===== config.mk =====
export PLATFORM = sky130hd
export DESIGN_NAME = filo_reverser
export DESIGN_NICKNAME = d
export VERILOG_FILES = /design/src/rtl/filo_reverser.sv
export SDC_FILE = /design/constraint.sdc
export NUM_CORES = 1
export LEC_CHECK = 0
export CORE_UTILIZATION = 34
export CTS_CLUSTER_SIZE = 28
export DETAILED_ROUTE_END_ITERATION = 12
export GPL_TIMING_DRIVEN = 0
export MAX_ROUTING_LAYER = met4
export PLACE_DENSITY = 0.79
export SLEW_MARGIN = 20
export SYNTH_ARGS = -nofsm -noshare
export SYNTH_HDL_FRONTEND = slang
export SYNTH_SLANG_ARGS = --single-unit

===== constraint.sdc =====
create_clock -name clk -period 2.1 [get_ports clk]
set_input_delay 0.315 -clock clk [delete_from_list [all_inputs] [get_ports clk]]
set_output_delay 0.315 -clock clk [all_outputs]
set_load 0.01 [all_outputs]

===== src/rtl/filo_reverser.sv =====
// Stream reversal controller: pushes a packet (or FILO_DEPTH-beat chunk) into
// the attached stack, then pops it back out so the beats leave in reverse order.
//
// state | meaning
// ------+------------------------------------------------------------
// FILL  | accepting input beats and pushing them onto the stack
// DRAIN | popping the stack to the output stream until it is empty
module filo_reverser #(
  parameter int DATA_WIDTH = 8,
  parameter int FILO_DEPTH = 8
) (
  input  logic                  clk,
  input  logic                  reset,
  input  logic                  s_valid,
  input  logic [DATA_WIDTH-1:0] s_data,
  input  logic                  s_last,
  output logic                  s_ready,
  output logic                  m_valid,
  output logic [DATA_WIDTH-1:0] m_data,
  output logic                  m_last,
  input  logic                  m_ready,
  output logic                  f_wr_en,
  output logic [DATA_WIDTH-1:0] f_wr_data,
  input  logic                  f_wr_ready,
  output logic                  f_rd_en,
  input  logic [DATA_WIDTH-1:0] f_rd_data,
  input  logic                  f_rd_val,
  output logic                  err
);

  localparam int CW = $clog2(FILO_DEPTH + 1);
  localparam logic [CW-1:0] DEPTH_C = CW'(FILO_DEPTH);
  localparam logic [CW-1:0] ONE_C   = CW'(1);

  typedef enum logic {FILL, DRAIN} state_t;

  state_t          state_q, state_d;
  logic [CW-1:0]   cnt_q, cnt_d;
  logic            chunk_last_q, chunk_last_d;
  logic            m_valid_q, m_valid_d;
  logic            m_last_q, m_last_d;
  logic            err_q, err_d;
  logic            out_hs;
  logic            err_set;

  always_comb begin
    state_d      = state_q;
    cnt_d        = cnt_q;
    chunk_last_d = chunk_last_q;
    m_valid_d    = m_valid_q;
    m_last_d     = m_last_q;
    s_ready      = 1'b0;
    f_wr_en      = 1'b0;
    f_rd_en      = 1'b0;
    out_hs       = m_valid_q && m_ready;

    case (state_q)
      FILL: begin
        s_ready = f_wr_ready && (cnt_q < DEPTH_C);
        f_wr_en = s_valid && s_ready;
        if (f_wr_en) begin
          cnt_d = cnt_q + ONE_C;
          // A full stack closes the chunk even without s_last.
          if (s_last || ((cnt_q + ONE_C) == DEPTH_C)) begin
            state_d      = DRAIN;
            chunk_last_d = s_last;
          end
        end
      end
      DRAIN: begin
        f_rd_en = (cnt_q != '0) && (!m_valid_q || m_ready);
        if (f_rd_en) begin
          cnt_d    = cnt_q - ONE_C;
          m_last_d = chunk_last_q && (cnt_q == ONE_C);
        end
        if (out_hs && (m_last_q || (cnt_q == '0))) begin
          state_d = FILL;
        end
      end
      default: state_d = FILL;
    endcase

    if (f_rd_en) begin
      m_valid_d = 1'b1;
    end else if (out_hs) begin
      m_valid_d = 1'b0;
    end

    // A presented beat without matching stack pop-valid means underflow/desync.
    err_set = m_valid_q && !f_rd_val;
    err_d   = err_q || err_set;
  end

  always_ff @(posedge clk) begin
    if (reset) begin
      state_q      <= FILL;
      cnt_q        <= '0;
      chunk_last_q <= 1'b0;
      m_valid_q    <= 1'b0;
      m_last_q     <= 1'b0;
      err_q        <= 1'b0;
    end else begin
      state_q      <= state_d;
      cnt_q        <= cnt_d;
      chunk_last_q <= chunk_last_d;
      m_valid_q    <= m_valid_d;
      m_last_q     <= m_last_d;
      err_q        <= err_d;
    end
  end

  // The stack holds its pop data between pops, so data passes straight through.
  assign m_data    = f_rd_data;
  assign f_wr_data = s_data;
  assign m_valid   = m_valid_q;
  assign m_last    = m_last_q;
  assign err       = err_q || err_set;

endmodule

==> results of run 1 <==
## cell families after synthesis
family	Yosys count	synth area share [%]
simple gates	22	22.3
buf+inv	21	22.3
compound gates	12	15.5
flops	9	28.2
fa+ha+maj	3	5.87
xor+xnor	2	2.74
mux	2	3.13
## worst max-delay path, stage by stage (launching register included)
cell	delay, ns
dfxtp_4	0.36
inv_2	0.07
ha_2	0.18
or3b_4	0.41
and3_4	0.20
clkdlybuf4s15_1	0.23
## worst max-delay path by stage
stage / to / slack [ns] / cells past startpoint / from
global route: f_rd_en / 0.01 / 5 / cnt_q[0]
global placement: f_rd_en / 0.04 / 4 / m_ready
CTS: f_rd_en / 0.01 / 5 / cnt_q[1]
floorplan: state_q / 0.55 / 6 / cnt_q[1]
detailed placement: f_rd_en / 0.05 / 4 / m_ready
finish: f_rd_en / 0.07 / 5 / cnt_q[0]
## power groups by stage
stage | combinational (mW) | clock, mW | sequential (mW)
finish | 0.198 | 0.142 | 0.199
global route | 0.215 | 0.156 | 0.202
CTS | 0.198 | 0.147 | 0.198
detailed placement | 0.197 | 0 | 0.200
global placement | 0.193 | 0 | 0.199
floorplan | 0.128 | 0 | 0.198
## state kept, by name (all words and copies together) (netlist names)
register,cells
chunk_last_q,1
cnt_q,4
err_q,1
m_last,1
m_valid,1
state_q,1
## per-stage QoR
stage | util, % | cell area [um2]
floorplan | - | 639
global route | 55.8 | 975
detailed placement | 53.9 | 941
CTS | 55.4 | 967
global placement | 53.9 | 941
finish | 55.8 | 975
## cell type report
class                      instances  area (um2)
buffer                            18         131
inverter                           3        11.3
multi-input combinational         41         319
fill                             151         771
clock buffer                       4        26.3
tap                               25        31.3
timing repair buffer              27         270
sequential                         9         185
## per-layer routing
layer | vias to the layer above | part of all wire [%] | routed length, um | track usage, %
met1 | 260 | 36 | 474 | 13.6
met5 | - | 0 | 0 | -
met3 | 4 | 12 | 158 | 3.60
li1 | 290 | - | - | -
met4 | 0 | 1.8 | 24 | 7.27
met2 | 44 | 49 | 642 | 22.0
## layout by cell type (no fill, tap or decap), types with 2 or more instances in the layout
cell	netlist	layout
clkdlybuf4s50_1	0	26
buf_4	17	17
dfxtp_1	9	7
nor2_1	5	5
nand2_1	3	3
clkbuf_4	0	3
inv_2	0	2
a21o_1	2	2
mux2i_1	2	2
o21ai_0	2	2
clkbuf_1	1	2
a21oi_1	2	2
nand3_1	2	2
nor2b_1	2	2
ha_1	3	2
==> summary by stage, run 1 <==
Power
The total power divided by cell area is between 500 and 600 nW/um2. The power share of the combinational group is between 30 and 40%. Cell internal power was estimated by the tool at 0.377 mW.

The share of total power dissipated in sequential elements is 36.9%. The net switching component of the power is around 0.16 mW. Of the total power, the share spent switching nets is between 30% and 40%. Power comes to roughly 0.54 mW. The share of total power dissipated in the clock network is 26.3%. The standby leakage power is slightly above 0.4 nW. Across the VDD grid, the largest voltage drop is between 0.3 and 0.4 mV.

Route
The total length of routed wires is approximately 1.3 mm. The number of remaining DRC errors is 0. The pre-antenna-repair detailed-routing pass consisted of 4 iterations. The detailed router placed 598 vias in this run.

The number of routed nets with antenna violations is 0. Dividing the detail-routed wire length by the instance count gives approximately 10 um. The first routing iteration left 8 violations.

After detailed routing, the number of vias per cell comes to approximately 4.7.

Placed design
Prior to clock tree synthesis, the placed netlist has a worst setup slack of about 0.050 ns. Counting tap cells, the placed design contains a total of 123 instances. The placed wire-length estimate is 1.03 mm. The congestion estimate from routability-driven global placement came to 0.750. Buffers placed on the I/O ports in this run total 27.

STA
The fmax is approximately 490 MHz. The clock period could shrink to between 2 and 2.5 ns. Measured against its own limit, the worst slew margin works out to 72.1%. The worst clock skew on the final layout is 0.00168 ns. After layout, the worst setup slack is just over 0.07 ns. The final count of pins violating max slew came to 0. The final hold violation count was 0. The summed negative setup slack over all endpoints is 0 ns.

Final hold analysis gives a worst-case slack of about 0.41 ns. Setup violations remaining at the end of the flow were counted as 0. In the finished design, the share of the clock period the worst path needs comes to between 90% and 100%. The actual slew at the worst max-slew pin is about 0.42 ns. Setup repair after global routing left no endpoint under its margin.

Logic synthesis
The leading register cell type out of synthesis is dfxtp_1. In this run, synthesis inferred 0 flip-flops with an integrated enable. By count the netlist is led by buf_4 (17), dfxtp_1 (9), nor2_1 (5). The most frequent cell after synthesis is buf_4. The synthesized design spends more area on one cell type than any other, namely dfxtp_1. Yosys attributes the largest share of cell area to dfxtp_1 (28%), buf_4 (20%), ha_1 (5.9%). The share of synthesized area in the top cell type comes to between 20% and 30%. The count of yosys warnings during synthesis is 0. Sequential cells were found to cover around 28% of the synthesized design area. After synthesis the cells add up to around 640 um2.

The gate count of the mapped netlist is between 70 and 80. The post-synth net total is 97. The async set or reset register ratio after synthesis is 0%. The count of unique library cells instantiated by Yosys is 31. The post-synthesis area per instance is 9.01 um2. The synthesized design contains 9 register bits.

Worst setup path
In this run the critical register-to-register path is captured at cnt_q[1]. The arrival time at the worst endpoint is roughly 1.7 ns. The setup path with the least slack is of type reg -> out. The critical-path maximum fanout is 6. The category of the worst setup path capture point is an output port. Measured in cells, the most critical reg-to-reg path has a length of 6. The critical path required time is about 1.8 ns. The startpoint identified for the worst register-to-register timing path is cnt_q[0].

For flop-to-flop paths, the worst setup slack is ~0.45 ns. The worst setup path is launched from a flip-flop.

Floorplan
The floorplan step defined a die boundary enclosing a little over 2000 um2. The initial utilization of the core area, before any placement, comes to a little over a third. between 40 and 50 I/O pins were placed. The placeable core region is around 1700 um2.

From bottom edge to top edge, the die measures 45.4 um. The die is 45.4 um wide. After floorplanning, the core was divided into 15 placement rows.

Global routing
The largest net degree at the start of global routing is 11. The number of antenna violations at the first check in global routing is 0. The number of global-route vias before repair is between 400 and 500. Summed over all layers, the global routing overflow is 0. The first global-routing pass estimated roughly 1.8 mm of wire.

The total routing usage reported by global routing is a little over an eighth.

Clock network
In this run, CTS created clock tree buffers numbering 3. The maximum number of buffers from clock root to sink is 2. Clock-pin slew was measured on the worst setup and hold paths at approximately 0.06 ns. The cell sitting at the root of the clock tree is a clkbuf_4.

The clock net in this run drives a total of 9 sinks. The post-CTS repair timing setup buffer count is 0. For the worst-skew pair, the clock arrives at the later sink with an insertion delay of approximately 0.27 ns. Buffers inserted to repair hold after CTS numbered 0.

The post-cts repair resize count is 4. CTS built an H-tree with a depth of 1. TritonCTS built the clock tree.

Layout
The share of layout cells above drive strength 1 is approximately 30%. The growth of design area from synthesis to finish is 52.4%. The number of antenna diodes in the final layout is 0. Excluding fillers, the count of instances in the completed layout stands at 127. The layout net count is 129.

Job
The tool flagged a number of max-cap violations equal to 0.

Outcome
The flow ran to the end, and the final reports show no timing, DRC or antenna violations.

Worst hold path
The startpoint identified for the worst hold timing path is reset. The endpoint of the worst hold path is state_q. The cell count of the worst hold path is 2. The worst hold-check path type is in -> reg.
No activity file was read; power rests on OpenSTA's default activity.
==> inputs of run 2 (changes only) <==
PLACE_DENSITY = unset   (was 0.79)
PLACE_DENSITY_LB_ADDON = 0.1   (was unset)
==> run 2 against run 1 <==
  * Global-route usage increased by 0.056 points
  * Final cell count increased by 0.79%
  * First-iteration DRC count increased by 13%
  * Core utilization increased by 0.072 points
  * Die area unchanged
  * Critical path type unchanged
  * Critical endpoint unchanged
  * Largest cell class unchanged
==> summary by stage, run 2 (synthesis gave the netlist of run 1 again) <==
Outcome
The flow ran to the end, and the final reports show no timing, DRC or antenna violations.

Route
The length of routed met3 wiring is 144 um (-8.9%). The detailed-route wire length per cell was 10.4 um (+2.0%). The total length of routed wires was 1.34 mm (+2.8%). The post-detailed-route via-to-cell ratio was 4.70 (-0.28%).

The number of routed nets with antenna violations was 0 (unchanged). The detailed-routing iteration count for the pre-antenna-repair pass is 4 (unchanged). The overall via count from detail_route is 601 (+0.50%). The number of remaining DRC errors is 0 (unchanged).

The total met2 wirelength after detailed routing is 637 um (-0.78%). The highest metal layer carrying signal wires in the routed design is met4. The number of violations reported at the end of detailed-routing iteration 0 is 9 (+1). The post-route met1 wirelength is 535 um (+13%).

Clock network
The clock transition at the registers of the reported paths is 0.06 ns (about the same). In this run the clock root is driven by a clkbuf_4. The maximum level of the CTS H-tree is 1 (unchanged).

The number of sinks driven by the clock tree is 9 (unchanged). The maximum number of buffers from clock root to sink came to 2 (unchanged). The clock insertion delay at the later pin of the skew report is 0.26 ns (about the same).

The number of buffers created by CTS is 3 (unchanged). TritonCTS built the clock tree.

Worst setup path
The startpoint class of the critical path is a flip-flop. In this run the critical register-to-register path is launched from cnt_q[1]. The critical-path maximum fanout is 5 (-1).

The setup path with the least slack is of type reg -> out. The critical path required time came to 1.78 ns (about the same). The number of buffer and inverter instances along the worst setup path was 2 (unchanged). The delay of the slowest cell on the worst path is 0.40 ns (about the same). In this design, the largest share of critical-path delay is due to simple AND/OR/NAND/NOR gates.

Among all stages on the critical path, the largest delay is contributed by or3b_4. The worst setup path is captured at an output port. In this run the worst setup path begins at cnt_q[1]. The signal on the critical path passes through inv_2 > ha_1 > or3b_4 > and3_4 > dlygate4sd2_1. The arrival time at the worst endpoint is 1.72 ns (about the same).

Global routing
The number of antenna violations at the first check in global routing was 0 (unchanged). The sum of overflow across all layers after global routing is 0 (unchanged). The number of global-route vias before repair is 474 (-1.7%). The total routing usage reported by global routing came to 13.1% (+0.056 points).

The wire length of the first global-routing pass is 1.82 mm (-1.1%). The largest net degree at the start of global routing was 11 (unchanged).

Layout
In the layout the commonest cells are clkdlybuf4s50_1 (26), buf_4 (18), dfxtp_1 (7), nor2_1 (5). The flip-flop count of the largest register after layout is 4 (unchanged). cnt_q holds more flip-flops than any other register.

The final core utilization came to 55.9% (+0.072 points). Leaving out fill and tap cells, the most frequent cell in the layout is clkdlybuf4s50_1. The share of layout cells above drive strength 1 is 30.1% (-0.30 points).

The growth of design area from synthesis to finish is 52.6%. The layout filler cell count was 177 (+17%). The layout net count is 130 (+0.78%). The total inserted antenna cells is 0 (unchanged).

Floorplan
The floorplan die height is 45.4 um (unchanged). The die boundary width is 45.4 um (unchanged). The top-level port count is 45 (unchanged). The starting utilization of the core area came to 36.6% (unchanged). The placeable core region is 1750 um2 (unchanged). The total die area is 2060 um2 (unchanged). The number of placement rows is 15 (unchanged).

STA
The final hold violation count came to 0 (unchanged). The final cycle utilization of the critical path is 96.9% (+0.23 points). The actual slew at the worst max-slew pin is 0.443 ns (+0.0240 ns). The shortest period the worst path allows is 2.03 ns (+0.00485 ns). The worst clock skew on the final layout is 0.000499 ns (-0.00118 ns). The fmax is 492 MHz (-0.24%). The number of endpoints failing setup at the final stage is 0 (unchanged). The normalized max-slew margin came to 70.5% (-1.6 points). Setup repair after global routing left no endpoint under its margin.

The summed negative setup slack over all endpoints is 0 ns (unchanged). The final count of pins violating max slew is 0 (unchanged).

Worst hold path
The min-delay analysis places its worst path in the category in -> reg. In this run the most critical hold path is launched from reset.

Power
The total power divided by cell area is 553 nW/um2 (about the same). The total power after layout is 0.540 mW (about the same). The worst-case vdd ir drop was 0.322 mV (+3.1%).

The standby leakage power is 0.415 nW (+2.3%).

Placed design
The count of input and output buffers came to 27 (unchanged). The global placer's final weighted congestion is 0.768 (+2.3%).

Job
The number of max-capacitance violations reported is 0 (unchanged).
## run 2: cell count changes in the layout (fill, tap and decap cells not counted), sizes merged
cell,change
buf,+1
clkdlybuf4s15,-1
dlygate4sd2,+1
## run 2: worst paths after layout
path                            depth (start not counted)  slack (ns)        to
worst max-delay path                                    5        0.07   f_rd_en
worst min-delay path                                    2        0.44    m_last
worst max register to register                          7        0.38  cnt_q[1]
worst min register to register                          2        0.51  cnt_q[1]
## run 2: repair_timing
| action | CTS | global route |
|---|---|---|
| gates cloned | 0 | 0 |
| buffers inserted | 0 | 1 |
| gates resized for setup | 3 | 2 |
| setup endpoints to repair | 1 | 1 |
| hold buffers | 0 | 0 |
## run 2: stage by stage
step | setup slack (ns) | instances | cell area [um2] | hold slack (ns)
2_1_floorplan | 0.551 | 71 | 639 | 0.465
3_3_place_gp | 0.0371 | 123 | 941 | 0.488
3_5_place_dp | 0.0379 | 123 | 941 | 0.502
4_1_cts | 0.0201 | 127 | 967 | 0.431
5_1_grt | 0.0244 | 128 | 976 | 0.457
6_report | 0.0660 | 128 | 976 | 0.438
## run 2: area by class of cell
| cell class | instances | area (um2) | area share [%] |
|---|---|---|---|
| Timing Repair Buffer | 28 | 277 | 28.3 |
| Sequential cell | 9 | 183 | 18.7 |
| Buffer | 18 | 131 | 13.5 |
| Multi-Input combinational cell | 41 | 317 | 32.4 |
| Inverter | 3 | 11.3 | 1.15 |
| Tap cell | 25 | 31.3 | 3.21 |
| Clock buffer | 4 | 26.3 | 2.69 |
## run 2: where the power goes
| part | internal [mW] | leakage (nW) | switching [mW] |
|---|---|---|---|
| logic | 0.123 | 0.326 | 0.0812 |
| registers | 0.185 | 0.0740 | 0.0142 |
| clock network | 0.0734 | 0.0150 | 0.0635 |
## run 2: layer usage
layer	GRT usage, %	up-vias
li1	-	292
met1	12.7	271
met2	22.0	36
met3	2.80	2
met4	10.9	0
met5	-	-
==> inputs of run 3 (changes only) <==
ABC_AREA = 1   (was unset)
CORE_UTILIZATION = 35   (was 34)
==> run 3 against run 2 <==
  * Clock power about the same
  * Routed wire length up 5.5%
  * Sequential power is essentially flat
  * Clock skew grew 0.0015 ns
  * Critical path type is now in -> out
  * Largest cell class unchanged
==> summary by stage, run 3 <==
Floorplan
The starting utilization of the core area is 38.3% (+1.7 points). The total die area is 2110 um2 (+2.5%). The top-level port count is 45 (unchanged). The floorplan die height is 45.9 um (+1.3%).

The die boundary width came to 45.9 um (+1.3%). The number of placement rows is 15 (unchanged). The placeable core region was 1760 um2 (+1.1%).

Logic synthesis
Yosys attributes the largest share of cell area to dfxtp_1 (27%), buf_4 (19%), nand2_1 (8.3%). The count of yosys warnings during synthesis is 0 (unchanged). The async set or reset register ratio after synthesis came to 0% (unchanged). The count of flip-flops with a built-in enable after synthesis is 0 (unchanged). The post-synthesis area per instance came to 7.04 um2 (-22%).

The gate count of the mapped netlist was 96 (+35%). By instance count, the leading cell after synthesis is buf_4. The synthesized design spends more area on one cell type than any other, namely dfxtp_1. For this run, the leading register cell type out of synthesis is dfxtp_1. The count of unique library cells instantiated by Yosys came to 20 (-35%). The count of state elements after synthesis came to 9 (unchanged). The commonest cells after synthesis are buf_4 (17), nand2_1 (15), inv_1 (12). The area share of the leading cell type in the synthesized netlist is 26.7% (-1.5 points). The post-synth net total is 122 (+26%). The summed instance area of the synthesized netlist was 676 um2 (+5.7%). The sequential fraction of the synthesis area came to 26.7% (-1.5 points).

Worst setup path
The startpoint identified for the worst register-to-register timing path is cnt_q[0]. The startpoint class of the critical path is an input port. The critical path required time is 1.78 ns (about the same). The count of cells along the worst register-to-register path came to 8 (+1). STA classifies the critical path endpoint as an output port.

The delay of the slowest cell on the worst path is 0.56 ns (+0.16 ns). The critical-path maximum fanout is 4 (-1). The critical path class is in -> out. In this run the critical register-to-register path is captured at cnt_q[1].

The slowest stage of the critical path belongs to the cell clkdlybuf4s50_1. The dominant cell type by count on the critical path is clkdlybuf4s50_1. The family with the most delay on the worst path is buffers and inverters.

Walking the worst path, the cells encountered are clkdlybuf4s50_1 > nand3_2 > nor2_2 > clkdlybuf4s50_1. The slack of the worst reg-to-reg path is 0.79 ns (+0.41 ns). The arrival time at the worst endpoint is 1.61 ns (-0.11 ns). The number of buffer and inverter instances along the worst setup path was 2 (unchanged).

STA
The worst clock skew on the final layout is 0.00202 ns (+0.00153 ns). The normalized max-slew margin is 84.3% (+14 points). The summed negative setup slack over all endpoints is 0 ns (unchanged).

Setup repair after global routing left no endpoint under its margin. The number of endpoints failing setup at the final stage is 0 (unchanged). The worst path setup slack after routing is 0.171 ns (+0.105 ns).

The fmax is 518 MHz (+5.4%). The final hold violation count is 0 (unchanged). The final-layout worst hold slack is 0.462 ns (+0.0241 ns). The final cycle utilization of the critical path came to 91.9% (-5.0 points). The final count of pins violating max slew came to 0 (unchanged). The actual slew at the worst max-slew pin came to 0.235 ns (-0.208 ns). The shortest period the worst path allows is 1.93 ns (-0.105 ns).

Placed design
The placed wire-length estimate is around 1.1 mm. The global placer's final weighted congestion is 0.745 (-2.9%). The pre-CTS setup slack is 0.144 ns (+0.106 ns).

The count of input and output buffers came to 28 (+3.7%). The cell total after placement is 149 (+21%). The instance area after placement came to 987 um2 (+4.9%).

Power
The total power divided by cell area is 528 nW/um2 (-4.5%). The total power after layout is 0.540 mW (about the same). The standby leakage power was 0.497 nW (+20%). The worst-case vdd ir drop was 0.282 mV (-12%).

Global routing
The total routing usage reported by global routing is 14.5% (+1.4 points). The wire length of the first global-routing pass came to 2.14 mm (+17%). The number of antenna violations at the first check in global routing came to 0 (unchanged). The largest net degree at the start of global routing came to 9 (-2). The sum of overflow across all layers after global routing is 0 (unchanged).

The number of global-route vias before repair is 543 (+15%).

Route
The detailed-route wire length per cell is 9.22 um (-12%). The post-route met1 wirelength is 649 um (+21%). The overall via count from detail_route came to 682 (+13%). The top layer reached by signal wires is met3. The detailed-routing iteration count for the pre-antenna-repair pass is 4 (unchanged). The post-detailed-route via-to-cell ratio is 4.46 (-5.1%). The total length of routed wires is 1.41 mm (+5.5%). The total met2 wirelength after detailed routing is 616 um (-3.3%). The number of routed nets with antenna violations came to 0 (unchanged). The length of routed met3 wiring is 144 um (unchanged). The number of violations reported at the end of detailed-routing iteration 0 is 24 (+15). The number of remaining DRC errors is 0 (unchanged).

Outcome
The flow ran to the end, and the final reports show no timing, DRC or antenna violations.

Worst hold path
The endpoint of the worst hold path is err_q. The cell count of the worst hold path was 2 (unchanged). The worst hold-check path type is reg -> reg. The startpoint identified for the worst hold timing path is err_q.

Clock network
The maximum level of the CTS H-tree is 1 (unchanged). The number of sinks driven by the clock tree was 9 (unchanged). The count of hold buffers inserted by post-cts repair is 0 (unchanged). The clock insertion delay at the later pin of the skew report is 0.26 ns (about the same). The clock tree from TritonCTS is done. The maximum number of buffers from clock root to sink is 2 (unchanged).

The buffer type at the clock tree root is clkbuf_4. The clock transition at the registers of the reported paths came to 0.06 ns (about the same). The number of buffers created by CTS is 3 (unchanged).

Layout
The final core utilization is 57.9% (+2.0 points). Leaving out fill and tap cells, the most frequent cell in the layout is clkdlybuf4s50_1. From synthesis to final layout, the design area changed by 51.1%. In the layout the commonest cells are clkdlybuf4s50_1 (27), buf_4 (17), nand2_1 (15), inv_1 (12), nor2_1 (10). The register ranked first by flip-flop count is cnt_q. The flip-flop count of the largest register after layout is 4 (unchanged). The area of all placed cells without fillers is 1020 um2 (+4.6%). The share of layout cells above drive strength 1 is 25.8% (-4.3 points). The total inserted antenna cells is 0 (unchanged).

The final standard cell count with taps included and fillers excluded was 153 (+20%). The layout net count was 155 (+19%).

Job
The number of max-capacitance violations reported is 0 (unchanged).
-- run 3: worst max-delay path by stage --
stage                         end  depth (start not counted)        from  slack (ns)
after floorplan           f_rd_en                          5    cnt_q[0]        0.81
after global placement    f_rd_en                          6     m_ready        0.14
after detailed placement  f_rd_en                          6     m_ready        0.14
after CTS                 f_rd_en                          6    cnt_q[1]       0.003
after global routing      f_wr_en                          4  f_wr_ready        0.10
final                     f_wr_en                          4  f_wr_ready        0.17
-- run 3: area by class of cell --
class / count / area [um2]
Buffer: 17 / 128
Clock buffer: 4 / 26.3
Fill cell: 189 / 743
Inverter: 14 / 52.6
Multi-Input combinational cell: 56 / 315
Sequential cell: 9 / 185
Tap cell: 25 / 31.3
Timing Repair Buffer: 28 / 283
-- run 3: worst register-to-register path: stages (launching register included) --
cell     delay [ns]
dfxtp_4        0.37
inv_1          0.08
ha_1           0.22
nand2_2        0.10
nand3_4        0.10
nand2_4        0.12
inv_1          0.06
nor2_1         0.09
nor2_1         0.05
-- run 3: logic make-up after synthesis --
logic type / synth area share, %
AOI/OAI and AO/OA: 7.96
and+or+nand+nor: 31.9
adders and majority gates: 5.56
buffers and inverters: 26.7
xor gates and xnor gates: 1.30
DFF: 26.7
-- run 3: per-layer routing --
| layer | track usage, % | up-vias |
|---|---|---|
| li1 | - | 353 |
| met1 | 19.7 | 279 |
| met2 | 19.7 | 50 |
| met3 | 4.76 | 0 |
| met4 | 5.29 | 0 |
| met5 | - | - |
-- run 3: report_power, final --
group	switching, mW	total [mW]	internal [mW]
Clock	0.0639	0.137	0.0734
Sequential	0.0147	0.201	0.186
Combinational	0.0931	0.201	0.108
Total	0.172	0.540	0.368
-- run 3: timing repair --
| action | in CTS | in global routing |
|---|---|---|
| cloned | 0 | 0 |
| endpoints found under the hold margin | 0 | 0 |
| resized for setup | 1 | 3 |
| buffers inserted | 0 | 0 |
| setup endpoints to repair | 1 | 1 |
| pin swaps | 0 | 0 |
